--- config.mk ---
export PLATFORM = sky130hd
export DESIGN_NAME = mem_line_xfer
export DESIGN_NICKNAME = d
export VERILOG_FILES = /design/src/rtl/mem_line_xfer.sv
export SDC_FILE = /design/constraint.sdc
export NUM_CORES = 1
export LEC_CHECK = 0
export CORE_ASPECT_RATIO = 1.1
export CORE_UTILIZATION = 39
export CTS_BUF_LIST = sky130_fd_sc_hd__clkbuf_8
export CTS_CLUSTER_SIZE = 40
export DETAILED_ROUTE_END_ITERATION = 7
export PLACE_DENSITY = 0.95
export SYNTH_ARGS = -nofsm -noshare
export SYNTH_HDL_FRONTEND = slang
export SYNTH_SLANG_ARGS = --single-unit
--- constraint.sdc ---
create_clock -name CLK -period 3 [get_ports CLK]
set_clock_uncertainty 0.15 [all_clocks]
set_input_delay 0.45 -clock CLK [delete_from_list [all_inputs] [get_ports CLK]]
set_output_delay 0.45 -clock CLK [all_outputs]
set_load 0.005 [all_outputs]
--- src/rtl/mem_line_xfer.sv ---
// Cache line transfer engine: writes back a victim line and/or fills a new line
// word by word over a request/acknowledge main-memory port.
module mem_line_xfer #(
    parameter int unsigned WORDS_PER_LINE = 8,
    parameter int unsigned ADDR_W         = 32,
    parameter int unsigned DATA_W         = 32,
    localparam int unsigned OFF           = $clog2(WORDS_PER_LINE)
) (
    input  logic              CLK,
    input  logic              RST,
    input  logic              req_fill,
    input  logic              req_wb,
    input  logic [ADDR_W-1:0] fill_addr,
    input  logic [ADDR_W-1:0] wb_addr,
    input  logic [DATA_W-1:0] cache_rdata,
    output logic [DATA_W-1:0] cache_wdata,
    output logic              cache_we,
    output logic [OFF-1:0]    word_idx,
    output logic [ADDR_W-1:0] mm_addr,
    output logic [DATA_W-1:0] mm_wdata,
    output logic              mm_rd,
    output logic              mm_wr,
    input  logic [DATA_W-1:0] mm_rdata,
    input  logic              mm_ack,
    output logic              busy,
    output logic              done
);

    localparam int unsigned BASE_W = ADDR_W - OFF - 2;
    localparam logic [OFF-1:0] LastIdx = OFF'(WORDS_PER_LINE - 1);

    typedef enum logic [1:0] {StIdle, StWb, StFill, StDone} state_e;

    state_e            state_q, state_d;
    logic [OFF-1:0]    idx_q, idx_d;
    logic [BASE_W-1:0] wb_base_q, wb_base_d;
    logic [BASE_W-1:0] fill_base_q, fill_base_d;
    logic              fill_pend_q, fill_pend_d;
    logic              last_word;

    // Byte offset within the line is irrelevant: transfers always cover the whole line.
    logic unused_addr_bits;
    assign unused_addr_bits = ^{fill_addr[OFF+1:0], wb_addr[OFF+1:0]};

    assign last_word = (idx_q == LastIdx);
    assign word_idx  = idx_q;

    always_ff @(posedge CLK or posedge RST) begin
        if (RST) begin
            state_q     <= StIdle;
            idx_q       <= '0;
            wb_base_q   <= '0;
            fill_base_q <= '0;
            fill_pend_q <= 1'b0;
        end else begin
            state_q     <= state_d;
            idx_q       <= idx_d;
            wb_base_q   <= wb_base_d;
            fill_base_q <= fill_base_d;
            fill_pend_q <= fill_pend_d;
        end
    end

    always_comb begin
        state_d     = state_q;
        idx_d       = idx_q;
        wb_base_d   = wb_base_q;
        fill_base_d = fill_base_q;
        fill_pend_d = fill_pend_q;
        cache_wdata = '0;
        cache_we    = 1'b0;
        mm_addr     = '0;
        mm_wdata    = '0;
        mm_rd       = 1'b0;
        mm_wr       = 1'b0;
        busy        = 1'b0;
        done        = 1'b0;

        case (state_q)
            StIdle: begin
                if (req_wb) begin
                    wb_base_d   = wb_addr[ADDR_W-1:OFF+2];
                    fill_base_d = fill_addr[ADDR_W-1:OFF+2];
                    fill_pend_d = req_fill;
                    idx_d       = '0;
                    state_d     = StWb;
                end else if (req_fill) begin
                    fill_base_d = fill_addr[ADDR_W-1:OFF+2];
                    idx_d       = '0;
                    state_d     = StFill;
                end
            end
            StWb: begin
                busy     = 1'b1;
                mm_wr    = 1'b1;
                mm_wdata = cache_rdata;
                mm_addr  = {wb_base_q, idx_q, 2'b00};
                if (mm_ack) begin
                    if (last_word) begin
                        idx_d   = '0;
                        state_d = fill_pend_q ? StFill : StDone;
                    end else begin
                        idx_d = idx_q + OFF'(1);
                    end
                end
            end
            StFill: begin
                busy        = 1'b1;
                mm_rd       = 1'b1;
                mm_addr     = {fill_base_q, idx_q, 2'b00};
                cache_we    = mm_ack;
                cache_wdata = mm_rdata;
                if (mm_ack) begin
                    if (last_word) begin
                        idx_d   = '0;
                        state_d = StDone;
                    end else begin
                        idx_d = idx_q + OFF'(1);
                    end
                end
            end
            StDone: begin
                busy        = 1'b1;
                done        = 1'b1;
                fill_pend_d = 1'b0;
                state_d     = StIdle;
            end
            default: state_d = StIdle;
        endcase
    end

endmodule

==> reports/qor.yml, run 1 <==
cts_sinks: 60
hold_violations: 0
vias_per_cell: 4.90
cap_violations: 0
fin_tns_setup_ns: 0
worst_setup_hold_path_clk_slew_ns: 0.07
arrival_ns: 2.21
met1Wirelength_mm: 3.80
top_layer_used: "met4"
hold_path_class: "in2async"
place_inst: 625
fin_cells: 642
die-area_um2: 8950
cts_setup_buffers: 0
grt_max_degree: 38
drc: 0
synth_seq_cells: 60
place_ws_ns: 0.454
rsz0062_at_grt: "no"
setup_violations: 0
netlist_instances: 302
status: "completed"
met3WireLength_um: 683
final_net_count: 666
worstMarginPinSlew_ns: 0.707
dieWidth_um: 90.3
numPortBuffers: 224
antenna_found_initial: 1
power.leakage_nw: 2.42
min_period_ns: 2.81
path_class: "reg2out"
layout-drive-gt1-share: 0.172
cp_max_fo: 15
die_h_um: 99.1
cp_cell_sequence: "inv_1 > ha_1 > buf_4 > or2_2 > and3_1 > clkdlybuf4s50_1"
cts_tree: "built"
cts_made_buffers: 9
cp_num_buf_inv: 3
fin_ws_ns: 0.188
dr_total_vias: 3146
area_growth_pct: 78.0
period_share: 0.937
start_util: 0.400
cp_slowest_cell: "clkdlybuf4s50_1"
htreeDepth: 3
detail-route-antenna-nets: 0
grt_pass1_vias: 3138
globalRouteOverflowTotal: 0
ys_seq_area_frac: 0.449
reg2reg_setup_slack_ns: 0.86
drt-initial-drc-count: 90
wl_per_cell_um: 16.0
wl_met2_mm: 5.71
rr_endpoint: "wb_base_q[25]"
reg2reg_depth: 4
ctsResizeCount: 0
drv_slew: 0
track_usage: 0.230
r2r_start: "state_q[0]"
ios: 237
vdd_ir_drop_max_uv: 558
cts_root_buf: "clkbuf_8"
crit_required_ns: 2.40
syn-cell-area_um2: 3340
yosysUniqueCellTypes: 31
wl_mm: 10.3
ys_warn_count: 0
coreArea_um2: 8360
dp_hpwl_mm: 8.01
fmax_mhz: 356
end_kind: "primary output"
grt_pass1_wl_mm: 16.0
relSlewSlack: 0.527
startpoint_type: "flip-flop"
powerDensity_nw_per_um2: 923
gp_congestion: 0.808
synth.avg_cell_area_um2: 11.1
clk_latency_ns: 0.33
path_delay_family: "buffers and inverters"
row_count: 35
drt_pre_antenna_iters: 4
max_stage_delay_ns: 0.45
cts_hold_buf: 0
clk_path_buf_depth: 2
## layout make-up
cell class / count / area, um^2
diodes: 1 / 2.50
clock buffers: 9 / 124
clock inverters: 7 / 115
fillers: 594 / 2410
inverters: 7 / 26.3
multi-input cells: 213 / 1710
flip-flops and latches: 60 / 1500
well taps: 111 / 139
repair buffers: 234 / 2330
## layout by cell type, fill, tap and decap left out, types with 2 or more instances in the layout
master           netlist  final
ha_1                   8      7
and3_1                 2      2
clkinv_2               0      2
mux2_2                56     56
and2_1                65     65
inv_1                  7      6
mux2_4                 2      2
clkdlybuf4s50_1        0    224
clkinvlp_4             0      2
nand2_1                2      2
buf_4                  5      8
nand2b_1               2      2
dfrtp_1               60     60
nor2b_1               28     28
clkbuf_8               0      9
conb_1                 1      2
a21o_1                 2      2
a22oi_1               27     27
bufinv_16              0      3
nor2_1                 4      4
## logic make-up (layout without fill, tap and decap cells)
group / after synthesis / count (layout) / share of synthesized area
AO/OA/AOI/OAI: 35 / 35 / 0.0782
adder cells (fa/ha/maj): 8 / 8 / 0.0299
multiplexers: 58 / 58 / 0.198
flip-flops: 60 / 60 / 0.449
buffers and inverters: 30 / 257 / 0.0408
other: 1 / 3 / 0.00112
AND/OR/NAND/NOR: 110 / 110 / 0.204
## power breakdown
part	internal [mW]	switching [mW]
Combinational	1.96	1.21
Sequential	1.22	0.233
Clock	0.548	0.320
Total	3.73	1.76
## worst max path at each step
stage	from	endpoint	slack, ns	cells after the start
global placement	state_q[1]	mm_addr[11]	0.54	6
finish	state_q[0]	mm_addr[2]	0.19	6
CTS	state_q[1]	mm_addr[7]	0.07	6
detailed placement	state_q[1]	mm_addr[7]	0.45	6
floorplan	RST	fill_base_q[0]	0.92	1
global route	state_q[1]	mm_addr[27]	0.03	6
## through the flow
step,utilization,area [um^2],hold WS [ns],total power [mW]
floorplan,-,3350,0.330,3.11
global placement,0.683,5710,0.338,4.54
detailed placement,0.683,5710,0.344,4.66
CTS,0.711,5950,0.214,5.54
global route,0.712,5950,0.262,5.84
finish,0.712,5950,0.220,5.49
## routing by layer
layer,GRT usage,vias to the layer above
met5,0,-
li1,-,1463
met1,0.242,1544
met4,0.0720,0
met2,0.443,129
met3,0.0627,10
## cells in the mapped netlist (all sizes together)
master  number  area (um^2)
and2        65          407
dfrtp       60         1500
mux2        58          661
nor2b       28          175
a22oi       27          203
clkbuf      13         48.8
buf         10         61.3
ha           8          100
inv          7         26.3
nor2         4         15.0
nand2        3         13.8
a21o         2         15.0
and3         2         12.5
nand2b       2         12.5
o21ai        2         13.8
a21oi        1         5.00
and3b        1         8.76
conb         1         3.75
nand4        1         6.26
nor3         1         5.00
nor3b        1         7.51
o211a        1         10.0
o221ai       1         8.76
o22ai        1         6.26
or2          1         6.26
or3b         1         11.3
## state kept, by name, summed over array words and instances (netlist names)
| register | flops |
|---|---|
| fill_base_q | 27 |
| fill_pend_q | 1 |
| state_q | 2 |
| wb_base_q | 27 |
| word_idx | 3 |
Note: power is estimated with default switching activity, not from simulation.
==> run 2: changes to the inputs <==
- GPL_ROUTABILITY_DRIVEN: not set -> 0
==> results of run 2 <==
Final layout, timing and power as in run 1 (identical DEF).
==> run 3: changes to the inputs <==
- GPL_TIMING_DRIVEN: not set -> 0
==> reports/qor.yml, run 3 (synthesized netlist as in run 1, its figures left out) <==
status: "completed"  # unchanged
coreArea_um2: 8360  # unchanged
wl_per_cell_um: 16.6  # was 16.0 um
powerDensity_nw_per_um2: 908  # was 923 nW/um^2
power.leakage_nw: 2.43  # was 2.42 nW
hold_violations: 0  # unchanged
hold_slack_ns: 0.283  # was 0.220 ns
fmax_mhz: 340  # was 356 MHz
die_h_um: 99.1  # unchanged
cts_setup_buffers: 0  # unchanged
antenna_found_initial: 2  # was 1
top_usage_layer: "met2"  # unchanged
startpoint: "state_q[0]"  # unchanged
r2r_start: "state_q[0]"  # unchanged
drt_pre_antenna_iters: 4  # unchanged
ios: 237  # unchanged
layout-drive-gt1-share: 0.183  # was 0.172
row_count: 35  # unchanged
vias_per_cell: 4.86  # was 4.90
cap_violations: 0  # unchanged
cp_max_fo: 10  # was 15
htreeDepth: 3  # unchanged
vdd_ir_drop_max_uv: 565  # was 558 uV
cts_tree: "built"  # unchanged
detail-route-antenna-nets: 0  # unchanged
met3_usage: 0.0711  # was 0.0627
min_period_ns: 2.94  # was 2.81 ns
grt_pass1_vias: 3309  # was 3138
worst_setup_hold_path_clk_slew_ns: 0.07  # about the same
grt_max_degree: 44  # was 38
grt_pass1_wl_mm: 16.7  # was 16.0 mm
rsz0062_at_grt: "yes"  # was no
cts_root_buf: "clkbuf_8"  # unchanged
globalRouteOverflowTotal: 0  # unchanged
final_net_count: 679  # was 666
mostFrequentLayoutCells: "clkdlybuf4s50_1 (224), and2_1 (65), dfrtp_1 (60)"  # unchanged
dp_hpwl_mm: 8.66  # was 8.01 mm
drc: 0  # unchanged
place_inst: 639  # was 625
fin_tns_setup_ns: 0  # unchanged
end_kind: "primary output"  # unchanged
numPortBuffers: 224  # unchanged
clk_latency_ns: 0.33  # about the same
relSlewSlack: 0.631  # was 0.527
use_met2: 0.454  # was 0.443
cts_made_buffers: 9  # unchanged
area_growth_pct: 78.4  # was 78.0%
path_class: "reg2out"  # unchanged
die-area_um2: 8950  # unchanged
drv_slew: 0  # unchanged
use_met1: 0.248  # was 0.242
final_common_cell: "clkdlybuf4s50_1"  # unchanged
startpoint_type: "flip-flop"  # unchanged
swShare: 0.340  # was 0.321
fin_cells: 654  # was 642
drt-initial-drc-count: 124  # was 90
period_share: 0.980  # was 0.937
crit_required_ns: 2.40  # about the same
dr_total_vias: 3177  # was 3146
hold_path_class: "in2async"  # unchanged
dieWidth_um: 90.3  # unchanged
power_frac_seq: 0.269  # was 0.265
worstMarginPinSlew_ns: 0.554  # was 0.707 ns
clock_power_share: 0.118  # was 0.158
clk_path_buf_depth: 2  # unchanged
start_util: 0.400  # unchanged
switchingPower_mw: 1.84  # was 1.76 mW
arrival_ns: 2.34  # was 2.21 ns
track_usage: 0.240  # was 0.230
power_mw: 5.42  # was 5.49 mW
p_comb_frac: 0.613  # was 0.577
wl_mm: 10.8  # was 10.3 mm
cts_sinks: 60  # unchanged
p_int_mw: 3.57  # was 3.73 mW
setup_violations: 0  # unchanged
[run 3: cell count changes in the layout (fill, tap and decap cells not counted)]
cell,before,now
clkbuf_1,0,5
ha_2,1,2
clkbuf_2,0,1
buf_2,0,4
buf_4,8,7
ha_1,7,6
clkbuf_4,0,3
clkbuf_8,9,12
bufinv_16,3,0
[run 3: repair_timing]
item	in CTS	in global routing
pin swaps	0	0
setup endpoints to repair	60	38
hold buffers	0	0
resized for setup	15	8
[run 3: layout make-up]
class | instances | area (um^2)
diodes | 1 | 2.50
flip-flops and latches | 60 | 1500
inverters | 7 | 26.3
plain buffers | 22 | 144
well taps | 111 | 139
repair buffers | 225 | 2260
clock buffers | 11 | 151
multi-input cells | 213 | 1720
clock inverters | 4 | 25.0
fillers | 606 | 2400
[run 3: path summary, 6_finish.rpt]
check	end	slack (ns)	cells past startpoint
setup / recovery	mm_addr[27]	0.06	7
hold / removal	wb_base_q[4]	0.28	2
setup reg to reg	state_q[1]	0.93	6
hold reg to reg	fill_base_q[6]	0.36	1
max in group asynchronous	wb_base_q[11]	1.85	3
min in group CLK	fill_base_q[6]	0.36	1
[run 3: critical path, cell delays in order (launching register included)]
cell             delay, ns
dfrtp_1               0.41
inv_1                 0.15
ha_1                  0.24
buf_4                 0.22
clkbuf_8              0.20
a22oi_1               0.10
nor2b_1               0.17
clkdlybuf4s50_1       0.52
[run 3: power by group through the flow]
| stage | clock (mW) | sequential [mW] | combinational, mW |
|---|---|---|---|
| floorplan | 0 | 1.39 | 1.72 |
| CTS | 0.651 | 1.45 | 3.33 |
| global placement | 0 | 1.42 | 3.15 |
| finish | 0.639 | 1.46 | 3.32 |
| global route | 0.694 | 1.50 | 3.58 |
| detailed placement | 0 | 1.46 | 3.26 |
[run 3: per-stage QoR]
step	instance area (um^2)	worst slack, ns	utilization
4_1_cts	5950	0.0366	0.712
6_report	5970	0.0588	0.713
2_1_floorplan	3350	0.915	-
3_5_place_dp	5750	0.00980	0.687
3_3_place_gp	5730	-0.0815	0.685
5_1_grt	5970	-0.0391	0.713
[run 3: routing by layer]
layer	vias to the layer above	wire length [um]	share of wire
met5	-	17	0.0016
met4	2	158	0.015
met3	17	809	0.075
met2	151	5970	0.55
met1	1509	3880	0.36
li1	1498	-	-
